$ cat src/rtl/online_digit_select.sv
// Radix-2 online-multiplier selection stage: digit selection and residual update from a carry-save residual.
// Optional estimate-overflow flag enabled by defining ONLINE_SEL_OVF_CHECK_EN (otherwise ovf is tied low).
module online_digit_select #(
    parameter int FRAC  = 16,
    parameter int NDIG  = 16,
    parameter int DELTA = 3,
    localparam int W    = FRAC + 3
) (
    input  logic         clk,
    input  logic         rst_n,
    input  logic         start,
    input  logic         in_valid,
    output logic         in_ready,
    input  logic [W-1:0] in_wc,
    input  logic [W-1:0] in_ws,
    output logic [W-1:0] res_wc,
    output logic [W-1:0] res_ws,
    output logic         res_valid,
    output logic         out_valid,
    input  logic         out_ready,
    output logic         zp,
    output logic         zn,
    output logic         busy,
    output logic         done,
    output logic         ovf,
    output logic [1:0]   dbg_state
);
    typedef enum logic [1:0] {IDLE, INIT, RUN, DRAIN} state_t;

    localparam logic [8:0]   CNT_INIT = 9'(DELTA);
    localparam logic [8:0]   CNT_LAST = 9'(DELTA + NDIG);
    localparam logic [W-1:0] ONE      = {2'b00, 1'b1, {FRAC{1'b0}}};

    state_t             state_q, state_d;
    logic [8:0]         cnt_q, cnt_inc;
    logic               accept, take;
    logic signed [4:0]  est;
    logic               sel_pos, sel_neg;
    logic [W-1:0]       ws_adj, res_ws_d, res_wc_d;

    // Handshakes: a beat/digit transfers on the rising edge where valid && ready are both high;
    // valid never depends on ready, and in_ready only depends on state and the digit slot.
    assign accept  = in_valid && in_ready;
    assign take    = out_valid && out_ready;
    assign cnt_inc = cnt_q + 9'd1;

    // Top five bits of each vector sum to the residual estimate in units of 1/4.
    assign est      = signed'(in_ws[W-1:FRAC-2]) + signed'(in_wc[W-1:FRAC-2]);
    assign sel_pos  = (state_q == RUN) && (est >= 5'sd2);
    assign sel_neg  = (state_q == RUN) && (est <= -5'sd3);
    assign ws_adj   = in_ws - (sel_pos ? ONE : '0) + (sel_neg ? ONE : '0);
    assign res_ws_d = ws_adj << 1;
    assign res_wc_d = in_wc << 1;

    always_ff @(posedge clk or negedge rst_n) begin
        if (!rst_n) state_q <= IDLE;
        else        state_q <= state_d;
    end

    always_comb begin
        state_d = state_q;
        case (state_q)
            IDLE:    if (start) state_d = (DELTA == 0) ? RUN : INIT;
            INIT:    if (accept && cnt_inc == CNT_INIT) state_d = RUN;
            RUN:     if (accept && cnt_inc == CNT_LAST) state_d = DRAIN;
            DRAIN:   if (take) state_d = IDLE;
            default: state_d = IDLE;
        endcase
    end

    always_comb begin
        in_ready  = (state_q == INIT) || ((state_q == RUN) && (!out_valid || out_ready));
        busy      = (state_q != IDLE);
        dbg_state = state_q;
    end

    always_ff @(posedge clk or negedge rst_n) begin
        if (!rst_n) begin
            cnt_q     <= '0;
            res_wc    <= '0;
            res_ws    <= '0;
            res_valid <= 1'b0;
            out_valid <= 1'b0;
            zp        <= 1'b0;
            zn        <= 1'b0;
            done      <= 1'b0;
        end else begin
            res_valid <= accept;
            done      <= (state_q == DRAIN) && take;
            if (state_q == IDLE && start) cnt_q <= '0;
            else if (accept)              cnt_q <= cnt_inc;
            if (accept) begin
                res_ws <= res_ws_d;
                res_wc <= res_wc_d;
            end
            // A load in the same cycle as a take replaces the digit and keeps the slot full.
            if (accept && state_q == RUN) begin
                out_valid <= 1'b1;
                zp        <= sel_pos;
                zn        <= sel_neg;
            end else if (take) begin
                out_valid <= 1'b0;
            end
        end
    end

`ifdef ONLINE_SEL_OVF_CHECK_EN
    always_ff @(posedge clk or negedge rst_n) begin
        if (!rst_n)                                     ovf <= 1'b0;
        else if (state_q == IDLE && start)              ovf <= 1'b0;
        else if (accept && (est >= 5'sd6 || est <= -5'sd7)) ovf <= 1'b1;
    end
`else
    assign ovf = 1'b0;
`endif

endmodule

$ cat config.mk
export PLATFORM = sky130hd
export DESIGN_NAME = online_digit_select
export DESIGN_NICKNAME = d
export VERILOG_FILES = /design/src/rtl/online_digit_select.sv
export SDC_FILE = /design/constraint.sdc
export NUM_CORES = 1
export LEC_CHECK = 0
export BUFFER_PORTS_ARGS = -buffer_cell sky130_fd_sc_hd__buf_2
export CAP_MARGIN = 25
export CELL_PAD_IN_SITES_DETAIL_PLACEMENT = 0
export CELL_PAD_IN_SITES_GLOBAL_PLACEMENT = 2
export CORE_ASPECT_RATIO = 2
export CORE_MARGIN = 4
export CORE_UTILIZATION = 31
export DETAILED_ROUTE_END_ITERATION = 8
export PLACE_DENSITY_LB_ADDON = 0.3
export SLEW_MARGIN = 20
export SYNTH_ARGS = -nofsm -noshare
export SYNTH_HDL_FRONTEND = slang
export SYNTH_SLANG_ARGS = --single-unit
export TNS_END_PERCENT = 10
$ cat constraint.sdc
create_clock -name clk -period 3.3 [get_ports clk]
set_input_delay 0.165 -clock clk [delete_from_list [all_inputs] [get_ports clk]]
set_output_delay 0.165 -clock clk [all_outputs]
set_load 0.03 [all_outputs]
==> impl_metrics.toml <==
[pwr]
comb_power_share_pct = 53.4
cellLeakagePower_nw = 2.10
peakVddDrop_mv = 0.340
netSwitchingPower_mw = 1.67
pwr_density_cell_nw_per_um2 = 847
sequentialPowerShare_pct = 30.8
p_sw_share_pct = 48.0
p_clk_share_pct = 15.8
intPower_mw = 1.81

[clock_tree]
h-tree-depth = 2
clockBufferDepth = 2
cts_tree = "done"
cts.clk_slew.worst_paths_ns = 0.07
clock-sinks = 52
insertion_delay_ns = 0.29
cts_made_buffers = 5
root_buffer = "clkbuf_16"

[timing]
hold_viol = 0
worst_pin_slew_ns = 0.726
fin_crit_ns = 3.13
fmax_mhz = 320
finalCritPeriodShare_pct = 94.8
rsz0062_at_grt = "no"
fin_setup_tns_ns = 0
slew_viol_final = 0
finalClockSkew_ns = 0.00179
finalSetupViolCount = 0
whs_ns = 0.0582
slew_headroom_pct = 51.6

[synthesis]
synth.ff_latch_count = 52
synth_top_area_share_pct = 38.9
yosysWarnings = 0
synth.avg_cell_area_sq_um = 8.64
synthDistinctLibCells = 58
synth_edf_count = 0
synth_area_leader_cell = "dfrtp_1"
synth_cells = 387
yosys_most_used_dff = "dfrtp_1"
netlist_area_sq_um = 3340
ys_seq_area_share_pct = 38.9
ys_top_cells_by_area = "dfrtp_1 (39%), nand2_1 (10%), ha_1 (10%), xnor2_1 (3.4%), o21ai_0 (3.1%)"
synthArstFlopShare_pct = 100

[routing]
wl_met2_um = 5060
routed-wl-met3_um = 363
drt_first_pass_iters = 4
routed-via-count = 2986
wl_per_cell_um = 14.9
routed_via_density = 4.87
drcViolationCount = 0
wl_met1_um = 3380
wirelength_um = 9130
drt_iter0_markers = 94
maxUsedRoutingLayer = "met4"
ant_nets = 0

[global_route]
antenna_found_initial = 1
track_usage_pct = 15.0
grt_pass1_wl_um = 14500
grt_overflow = 0
first_global_vias = 2930
grt_max_degree = 32

[critical_path]
ff2ff_path_depth = 7
critPathLaunch = "in_ws[14]"
setup.worst_path.start_class = "input pin"
arrival_ns = 3.36
cpPeakStageDelay_ns = 0.54
cp_max_fo = 6
path_class = "input pin to register"
slowest_stage = "or4_1"
cp.required_ns = 3.53
ff2ff_setup_slack_ns = 0.50
r2r-end = "res_ws[17]"
critPathBufInv = 1
path_cells = "buf_2 > ha_1 > fa_1 > a21o_1 > a21oi_1 > xnor2_1 > or3b_2 > fa_1 > ha_1 > or4_1 > nand3_1"
endpoint_kind = "register"
cp_top_family = "adder cells"
reg2reg_from = "dbg_state[0]"

[run]
max_cap_viol_count = 0

[cells_and_area]
drive_gt1_share_pct = 25.1
nets = 546
area_growth_syn_to_layout_pct = 22.7

[floorplan]
die_w_um = 81.4
die_area_sq_um = 12600
io_pins = 91
core_sq_um = 10500
fp.dieH_um = 155
rows = 53
initial_core_util_pct = 31.7

[min_path]
whs_endpoint = "res_wc[5]"
min_path_cells = 3
hold_path.startpoint = "in_wc[4]"
hp-class = "input pin to register"

[outcome]
outcome = "finished, final reports clean"

[place]
place.gp.congestion = 0.766
dp_hpwl_um = 7180
io_buffers = 87
[cell usage in the layout, fill, tap and decap left out, types with 3 or more instances in the layout]
| cell | Yosys | final |
|---|---|---|
| nor4_1 | 3 | 3 |
| dfrtp_1 | 52 | 52 |
| a31oi_1 | 4 | 4 |
| nand4_1 | 3 | 3 |
| clkbuf_16 | 0 | 5 |
| nand3_1 | 10 | 10 |
| buf_2 | 0 | 87 |
| buf_4 | 3 | 7 |
| a21o_1 | 6 | 6 |
| o21ai_0 | 21 | 21 |
| inv_1 | 24 | 24 |
| nor3_1 | 5 | 5 |
| conb_1 | 1 | 3 |
| xnor2_1 | 13 | 13 |
| nand2b_1 | 3 | 3 |
| or4_1 | 3 | 3 |
| a21oi_1 | 20 | 20 |
| ha_1 | 27 | 27 |
| o21a_1 | 3 | 3 |
| nor2b_1 | 3 | 3 |
| xor2_1 | 11 | 11 |
| nor2_1 | 22 | 22 |
| nand2_1 | 91 | 90 |
| or3_2 | 3 | 3 |
[layout make-up]
cell class,count,area [sq um]
clock buffer,6,139
antenna,1,2.50
fill,1117,6440
sequential,52,1300
inverter,24,90.1
timing repair buffer,95,498
multi-input combinational,296,1880
tap,137,171
clock inverter,2,13.8
[per-layer routing]
| metal | vias up | track usage (%) |
|---|---|---|
| met5 | - | 0 |
| met4 | 0 | 7.25 |
| met3 | 22 | 1.92 |
| met2 | 84 | 27.9 |
| met1 | 1399 | 15.7 |
| li1 | 1481 | - |
[tightest hold or removal path, stage by stage]
cell     delay [ns]
buf_2          0.07
nand2_1        0.04
nand2_1        0.04
[worst max-delay path by stage]
stage	cells past startpoint	to
global route	13	res_ws[18]
floorplan	10	res_ws[17]
CTS	11	res_ws[17]
detailed placement	11	res_ws[17]
global placement	11	res_ws[17]
finish	11	res_ws[17]
[registers in the layout (all words and copies together), names as in the netlist]
register,cells
cnt_q,9
dbg_state,2
done,1
out_valid,1
res_valid,1
res_wc,18
res_ws,18
zn,1
zp,1
[synthesized netlist by cell type, types with 3 or more instances]
| cell type | instances |
|---|---|
| a21oi_1 | 20 |
| o21ai_0 | 21 |
| nor2b_1 | 3 |
| buf_1 | 4 |
| or3_2 | 3 |
| inv_1 | 24 |
| buf_4 | 3 |
| nor3_1 | 5 |
| ha_1 | 27 |
| nand2_1 | 91 |
| nand4_1 | 3 |
| dfrtp_1 | 52 |
| a31oi_1 | 4 |
| nor2_1 | 22 |
| or4_1 | 3 |
| nor4_1 | 3 |
| o21a_1 | 3 |
| xor2_1 | 11 |
| xnor2_1 | 13 |
| clkbuf_1 | 9 |
| nand3_1 | 10 |
| a21o_1 | 6 |
| nand2b_1 | 3 |
[kinds of logic after synthesis]
logic type	after synthesis	share of synthesized area, %
adders and majority gates	29	11.3
AOI/OAI and AO/OA	76	15.1
other	1	0.112
DFF	52	38.9
and+or+nand+nor	160	21.9
buffers and inverters	41	4.98
xor gates and xnor gates	24	6.29
muxes	4	1.42
[power groups by stage]
| stage | Combinational (mW) | Sequential [mW] | Clock [mW] |
|---|---|---|---|
| 2_1_floorplan | 0.817 | 1.57 | 0 |
| 3_3_place_gp | 1.87 | 1.08 | 0 |
| 3_5_place_dp | 1.89 | 1.08 | 0 |
| 4_1_cts | 1.89 | 1.07 | 0.575 |
| 5_1_grt | 2.04 | 1.10 | 0.594 |
| 6_report | 1.86 | 1.07 | 0.548 |
[metrics by stage]
step	util [%]	power (mW)	cells	worst slack, ns	cell area (sq um)
after floorplan	-	2.38	389	0.170	3350
after global placement	37.3	2.95	603	-0.0689	3940
after detailed placement	37.3	2.97	603	-0.116	3940
after CTS	38.9	3.54	612	0.185	4100
after global routing	38.9	3.73	613	0.0423	4100
final	38.9	3.47	613	0.171	4100
[timing repair]
action                    4_1_cts  5_1_grt
resized for setup               0        0
setup buffers                   0        0
hold endpoints to repair       30        0
hold buffers                    1        0
Note: power is estimated with default switching activity, not from simulation.
